--- src/rtl/fetch_pc_predictor.sv ---
// IF-stage PC register with a direct-mapped BTB and 2-bit bimodal counters.
// Ports: clk, rst_n (sync, active-low); pc_en stall; modify_pc_ex/ex_correct_pc
// redirect; ex_update_valid/ex_pc/ex_is_jump/ex_taken/ex_target resolve
// bundle; if_pc/if_pred_taken/if_pred_target/if_btb_hit fetch-side outputs.
module fetch_pc_predictor #(
    parameter int              XLEN        = 32,
    parameter int              BTB_ENTRIES = 16,
    parameter logic [XLEN-1:0] RESET_PC    = '0
) (
    input  logic            clk,
    input  logic            rst_n,
    input  logic            pc_en,
    input  logic            modify_pc_ex,
    input  logic [XLEN-1:0] ex_correct_pc,
    input  logic            ex_update_valid,
    input  logic [XLEN-1:0] ex_pc,
    input  logic            ex_is_jump,
    input  logic            ex_taken,
    input  logic [XLEN-1:0] ex_target,
    output logic [XLEN-1:0] if_pc,
    output logic            if_pred_taken,
    output logic [XLEN-1:0] if_pred_target,
    output logic            if_btb_hit
);

    localparam int IDX  = $clog2(BTB_ENTRIES);
    localparam int TAGW = XLEN - IDX - 2;

    logic            valid_q  [BTB_ENTRIES];
    logic [1:0]      ctr_q    [BTB_ENTRIES];
    logic            jump_q   [BTB_ENTRIES];
    logic [TAGW-1:0] tag_q    [BTB_ENTRIES];
    logic [XLEN-1:0] target_q [BTB_ENTRIES];

    logic [IDX-1:0]  rd_idx;
    logic [TAGW-1:0] rd_tag;
    logic [IDX-1:0]  ex_idx;
    logic [TAGW-1:0] ex_tag;
    logic            ex_hit;
    logic [1:0]      ex_ctr;
    logic [1:0]      ctr_inc;
    logic [1:0]      ctr_dec;

    // Shifts-then-truncate keep pc[1:0] out of both index and tag.
    assign rd_idx = IDX'(if_pc >> 2);
    assign rd_tag = TAGW'(if_pc >> (IDX + 2));
    assign ex_idx = IDX'(ex_pc >> 2);
    assign ex_tag = TAGW'(ex_pc >> (IDX + 2));

    // Lookup works only from registered state: no EX-to-output path.
    assign if_btb_hit     = valid_q[rd_idx] && (tag_q[rd_idx] == rd_tag);
    assign if_pred_taken  = if_btb_hit && (jump_q[rd_idx] || ctr_q[rd_idx][1]);
    assign if_pred_target = if_pred_taken ? target_q[rd_idx]
                                          : if_pc + XLEN'(4);

    assign ex_hit  = valid_q[ex_idx] && (tag_q[ex_idx] == ex_tag);
    assign ex_ctr  = ctr_q[ex_idx];
    assign ctr_inc = (ex_ctr == 2'b11) ? 2'b11 : ex_ctr + 2'd1;
    assign ctr_dec = (ex_ctr == 2'b00) ? 2'b00 : ex_ctr - 2'd1;

    always_ff @(posedge clk) begin
        if (!rst_n) begin
            if_pc <= RESET_PC;
        end else if (modify_pc_ex) begin
            if_pc <= ex_correct_pc;
        end else if (pc_en) begin
            if_pc <= if_pred_target;
        end
    end

    // Valid and counter state: cleared to invalid / weakly not-taken.
    always_ff @(posedge clk) begin
        if (!rst_n) begin
            for (int i = 0; i < BTB_ENTRIES; i++) begin
                valid_q[i] <= 1'b0;
                ctr_q[i]   <= 2'b01;
            end
        end else if (ex_update_valid) begin
            if (ex_hit) begin
                ctr_q[ex_idx] <= ex_taken ? ctr_inc : ctr_dec;
            end else if (ex_taken) begin
                valid_q[ex_idx] <= 1'b1;
                ctr_q[ex_idx]   <= 2'b10;
            end
        end
    end

    // Payload storage: no reset needed, guarded by valid_q.
    // A taken outcome writes tag/target whether hit or allocate;
    // on a hit the tag is rewritten with the same value.
    always_ff @(posedge clk) begin
        if (rst_n && ex_update_valid) begin
            if (ex_taken) begin
                tag_q[ex_idx]    <= ex_tag;
                target_q[ex_idx] <= ex_target;
            end
            if (ex_hit || ex_taken) begin
                jump_q[ex_idx] <= ex_is_jump;
            end
        end
    end

endmodule

--- config.mk ---
export PLATFORM = sky130hd
export DESIGN_NAME = fetch_pc_predictor
export DESIGN_NICKNAME = d
export VERILOG_FILES = /design/src/rtl/fetch_pc_predictor.sv
export SDC_FILE = /design/constraint.sdc
export NUM_CORES = 1
export LEC_CHECK = 0
export BUFFER_PORTS_ARGS = -buffer_cell sky130_fd_sc_hd__buf_4
export CORE_ASPECT_RATIO = 0.7
export CORE_UTILIZATION = 56
export DETAILED_ROUTE_END_ITERATION = 8
export GPL_ROUTABILITY_DRIVEN = 0
export MAX_ROUTING_LAYER = met4
export PLACE_DENSITY = 0.76
export SLEW_MARGIN = 10
export SYNTH_ARGS = -nofsm -noshare
export SYNTH_HDL_FRONTEND = slang
export SYNTH_SLANG_ARGS = --single-unit
--- constraint.sdc ---
create_clock -name clk -period 5.5 [get_ports clk]
set_clock_uncertainty 0.05 [all_clocks]
set_input_delay 0.55 -clock clk [delete_from_list [all_inputs] [get_ports clk]]
set_output_delay 0.55 -clock clk [all_outputs]
set_load 0.02 [all_outputs]
==> results of run 1 <==
stage by stage:
step	worst slack (ns)	instance area, sq um	setup TNS, ns
finish	0.1167	50550	0
CTS	0.07079	50500	0
floorplan	0.2703	44670	0
global placement	0.6551	47470	0
global route	-0.01811	50550	-0.01811
detailed placement	0.5532	47470	0
cell usage in the layout (no fill, tap or decap), types with 25 or more instances in the layout:
| cell type | Yosys | final |
|---|---|---|
| buf_4 | 17 | 214 |
| nand3_1 | 58 | 58 |
| mux4_2 | 378 | 378 |
| a21oi_1 | 27 | 27 |
| a22o_1 | 50 | 50 |
| edfxtp_1 | 976 | 976 |
| buf_12 | 1 | 27 |
| xnor2_1 | 58 | 58 |
| nor3_1 | 26 | 25 |
| clkbuf_16 | 0 | 96 |
| nor2_1 | 79 | 63 |
| dfxtp_1 | 52 | 48 |
| mux2i_1 | 81 | 77 |
| nand2_1 | 100 | 100 |
how the worst max path moves through the flow:
stage	startpoint	endpoint	slack, ns	cells past startpoint
floorplan	ex_pc[2]	tag_q[15][0]	0.27	8
global placement	ex_pc[2]	ctr_q[0][0]	0.66	11
detailed placement	ex_pc[2]	ctr_q[11][1]	0.55	11
CTS	flop	if_pred_target[8]	0.07	11
global route	flop	if_pred_target[9]	-0.02	11
finish	flop	if_pred_target[9]	0.12	10
routing by layer:
metal / global-route usage, % / vias to the layer above
met5: - / -
li1: - / 9942
met4: 7.985 / 0
met2: 45.87 / 2033
met1: 43.73 / 13070
met3: 8.525 / 206
final cells by class:
class                           count  area, sq um  share of cell area (%)
Clock inverter                     51        460.4                  0.9108
Antenna cell                        8        20.02                 0.03960
Clock buffer                      122         2550                   5.044
Inverter                            5        18.77                 0.03712
Timing Repair Buffer              242         2161                   4.274
Multi-Input combinational cell   1099        13660                   27.02
Tap cell                         1056         1321                   2.614
Sequential cell                  1028        30360                   60.06
sequential cells by signal, summed over array words and instances, names as in the netlist, named ones only:
| signal | cells |
|---|---|
| tag_q | 416 |
| target_q | 512 |
| valid_q | 16 |
| if_pc | 32 |
| ctr_q | 32 |
| jump_q | 16 |
cell families after synthesis:
| kind of cell | count (synthesis) | share of synthesized area, % |
|---|---|---|
| flops | 1028 | 67.95 |
| mux | 488 | 21.81 |
| simple gates | 353 | 3.852 |
| compound gates | 176 | 2.936 |
| buf+inv | 165 | 1.843 |
| xor+xnor | 81 | 1.588 |
| fa+ha+maj | 1 | 0.02801 |
repair_timing:
action | in CTS | in global routing
setup endpoints to repair | 3 | 5
resized for setup | 0 | 6
setup buffers | 1 | 0
report_power, final:
group          internal (mW)  leakage [nW]  switching (mW)
clock                   3.61          1.48            2.87
sequential              8.63          9.25           0.102
combinational          0.669          5.30           0.842
total                   12.9          16.0            3.81
==> flow_summary.ini, run 1 <==
[finish]
drive_gt1_share_pct = 32.86
nFillCells = 5145
finalNetCount = 2573
finalNonFillerCells = 3611
utilization_pct = 64.18
syn2layout_area_growth_pct = 13.18

[floorplan]
start_util_pct = 56.71
die_h_microns = 238.3
die_x_microns = 339.6
dieArea_sq_um = 80910
core_sq_um = 78770
rows = 86
io_pins = 169

[cts]
cts_tree = yes
clk_pin_slew_worst_paths_ns = 0.07
htree_levels = 3
clock_latency_ns = 0.67
cts_made_buffers = 93
clockBufferDepth = 3
clock-sinks = 1028
cts_root_buffer = clkbuf_16
cts_hold_buf = 0

[timing]
holdWs_ns = 0.1292
finalSetupViolCount = 0
slew_viol_final = 0
worstMarginPinSlew_ns = 1.159
final.period_utilization_pct = 97.88
finalHoldViolCount = 0
slew_headroom_pct = 22.54
timing.fmax_mhz = 185.8
min_period_ns = 5.383

[power_and_ir_drop]
ir_drop_mv = 0.2393
p_leak_nw = 16.03
power_mw = 16.72
powerDensity_nw_per_um2 = 330.8

[place]
dp_cells = 3429
port_buffers = 166
dpl.hpwl_microns = 69420

[synthesis]
synthCells = 2292
synth_fp_nets = 2396
synth_area_leaders = edfxtp_1, mux4_2, dfxtp_1
synth_top_cell_area_share_pct = 65.62
synth_cell_type_count = 60
netlist_area_sq_um = 44670
yosys_warnings = 0
ys_ff_latch = 1028
yosys-top-cells-count = edfxtp_1, mux4_2, nand2_1
async_reset_ff_share_pct = 0
yosysMostFrequentCell = edfxtp_1
yosys.area.top_type = edfxtp_1
seq_area_frac_synth_pct = 67.95
synth_top_flop_cell = edfxtp_1
synth-edff-count = 976
synth_area_per_cell_sq_um = 19.49

[setup_path]
slowest_stage = dfxtp_4
r2r_slack_ns = 1.22
required_ns = 4.90
end_kind = output port
criticalPathCategory = flop to output port
path_delay_family = buffers and inverters
critPathBufInv = 3
cp-start-kind = flop
max_stage_delay_ns = 0.79
rr_endpoint = if_pc[16]
ff2ff_path_depth = 10
crit_path_cell_trace = buf_4, mux4_2, a22o_1, a221oi_1, xnor2_1, nor4_1, nand4_1, buf_12, mux2i_1, buf_4
crit_arrival_ns = 4.78
worstPathMaxFanout = 43
crit_top_cell = buf_4

[drt]
vias = 25250
met2_length_microns = 56210
met1_length_microns = 45750
viasPerCell = 6.991
drtAntennaViolNets = 0
met3_length_microns = 16510
first_iter_violations = 3610
firstDrtPassIters = 5
top_layer = met4
drc = 0
routedWlPerCell_microns = 33.57
wirelength_microns = 121200

[min_path]
min_to = target_q[0][0]
hold_path.class = primary input to flop
hp-start = ex_target[0]
hold_path_depth = 1

[grt]
track_usage_pct = 31.21
grt_pass1_wl_microns = 175100
grt_overflow = 0
grt_pass1_vias = 24840
antenna_found_initial = 7
grt_max_degree = 65

[run_status]
status = completed

[job]
maxCapViolations = 0
No activity file was read; power rests on OpenSTA's default activity.
==> run 2: changes to the inputs <==
clock period = 4.4 ns   (was 5.5 ns; I/O delays follow)
==> run 2 against run 1 <==
The flow now finishes with violations (negative setup slack). Non-clock buffer count up 137. Sequential power up 25%. Power up 29%. Count of clock-buffer cells in the layout down 7. Largest power group unchanged. Highest routed layer unchanged.
==> flow_summary.ini, run 2 (synthesis results as in run 1) <==
[run_status]
status = finished, violations left
violations = negative setup slack

[setup_path]
cp-start-kind = flop
r2r_slack_ns = 0.28
slowest_stage = nor2b_1
worstPathMaxFanout = 22
criticalPathCategory = flop to output port
crit_arrival_ns = 4.19
end_kind = output port
rr_endpoint = ctr_q[0][1]
crit_top_cell = buf_6
max_stage_delay_ns = 0.59
critPathBufInv = 5
path_delay_family = simple AND/OR/NAND/NOR gates
crit_path_cell_trace = buf_6, buf_12, nor2b_1, a22o_1, a221oi_1, xor2_1, a2111oi_1, and4_1, nand4_1, buf_6, buf_16, mux2_4, buf_6
r2r-start = tag_q[15][17]
required_ns = 3.91
ff2ff_path_depth = 11

[grt]
grt_max_degree = 63
grt_pass1_wl_microns = 177800
grt_pass1_vias = 25650
grt_overflow = 0
antenna_found_initial = 6
track_usage_pct = 31.70

[drt]
viasPerCell = 6.917
wirelength_microns = 124000
drtAntennaViolNets = 0
firstDrtPassIters = 6
routedWlPerCell_microns = 33.06
first_iter_violations = 4079
vias = 25940
drc = 0

[finish]
drive_gt1_share_pct = 36.43
top_regs = target_q (512), tag_q (416)
largest_register = target_q
nFillCells = 4982
finalNetCount = 2711
syn2layout_area_growth_pct = 17.64
largest_reg_flops = 512
layout_commonest_cell = edfxtp_1
finalNonFillerCells = 3750
final_cell_mix = edfxtp_1, mux4_2, buf_4, nand2_1, clkbuf_16

[min_path]
hp-start = ex_target[24]
min_to = target_q[15][24]
hold_path_depth = 1
hold_path.class = primary input to flop

[timing]
min_period_ns = 4.678
rsz0062_at_grt = yes
setup-tns-final_ns = -7.451
timing.fmax_mhz = 213.8
finalHoldViolCount = 0
worstMarginPinSlew_ns = 1.007
slew_headroom_pct = 32.70
finalSetupViolCount = 33
final.period_utilization_pct = 106.3
finalWorstSetupSlack_ns = -0.2780
slew_viol_final = 0

[floorplan]
core_sq_um = 78770
dieArea_sq_um = 80910
die_h_microns = 238.3
die_x_microns = 339.6
io_pins = 169
start_util_pct = 56.71
rows = 86

[power_and_ir_drop]
ir_drop_mv = 0.3475
p_sw_share_pct = 22.80
clockPowerShare_pct = 39.3
sequentialPowerShare_pct = 50.5
switchingPower_mw = 4.910
power.internal_mw = 16.62
powerDensity_nw_per_um2 = 409.8
combPwrFrac_pct = 10.2
p_leak_nw = 16.95

[place]
dp_cells = 3498
dpl.hpwl_microns = 72980
port_buffers = 166

[cts]
clockBufferDepth = 3
cts_tree = yes
cts_root_buffer = clkbuf_16
clock_latency_ns = 0.68
cts_made_buffers = 94
clock-sinks = 1028
htree_levels = 3
clk_pin_slew_worst_paths_ns = 0.06

[job]
maxCapViolations = 0
==> run 2: what timing repair did <==
action                     in CTS  in global routing
gates resized for setup        53                 47
gates cloned                    5                  1
setup endpoints to repair      34                 34
hold buffers                   29                  0
hold endpoints to repair      300                  0
setup buffers                  28                  8
pin swaps                       4                  7
==> run 2: worst max path at each step <==
stage,to,slack [ns],depth (start not counted)
after floorplan,tag_q[5][0],-0.61,8
after global placement,ctr_q[8][1],-0.11,14
after detailed placement,ctr_q[0][1],-0.14,12
after CTS,if_pred_target[0],-0.19,13
after global routing,if_pred_target[5],-0.37,14
final,if_pred_target[13],-0.28,13
==> run 2: routing by layer <==
metal | routed length (microns) | GRT usage (%) | part of all wire [%]
met5 | 0 | - | 0
met4 | 3201 | 8.586 | 2.6
met3 | 17210 | 9.106 | 14
met2 | 58390 | 47.31 | 47
met1 | 45170 | 43.21 | 36
==> run 2: power groups by stage <==
stage	sequential, mW	clock [mW]	combinational (mW)
3_5_place_dp	11.1	0	1.95
2_1_floorplan	11.1	0	1.19
5_1_grt	10.9	8.90	2.29
6_report	10.9	8.46	2.19
4_1_cts	10.9	8.54	2.11
3_3_place_gp	11.1	0	1.91
==> run 2: stage by stage <==
stage          setup WS (ns)  util [%]  hold WS (ns)  power, mW  area (sq um)
2_1_floorplan        -0.6145         -        0.4114      12.26         44690
3_3_place_gp         -0.1103     61.04        0.4265      13.00         48080
3_5_place_dp         -0.1437     61.04        0.4389      13.05         48080
4_1_cts              -0.1947     66.33     0.0001568      21.52         52250
5_1_grt              -0.3671     66.71       0.01392      22.06         52540
6_report             -0.2780     66.71       0.02828      21.53         52550
==> run 2: worst register-to-register path, cell delays in order (launching register included) <==
cell and delay, ns:
edfxtp_1 0.41, mux4_2 0.50, mux4_2 0.49, xnor2_1 0.31, buf_4 0.18, nand4_1 0.22
nor4_1 0.54, nand4_1 0.17, buf_4 0.18, nor2b_1 0.14, nand2b_4 0.22, o21ai_0 0.38
==> run 2: cell type report <==
class                      instances  area, sq um  share of cell area, %
clock buffer                     115         2491                  4.741
multi-input combinational       1099        13920                  26.49
inverter                           5        18.77                0.03572
clock inverter                    61        703.2                  1.338
sequential                      1028        30360                  57.79
antenna                            7        17.52                0.03334
tap                             1056         1321                  2.514
timing repair buffer             379         3714                  7.067
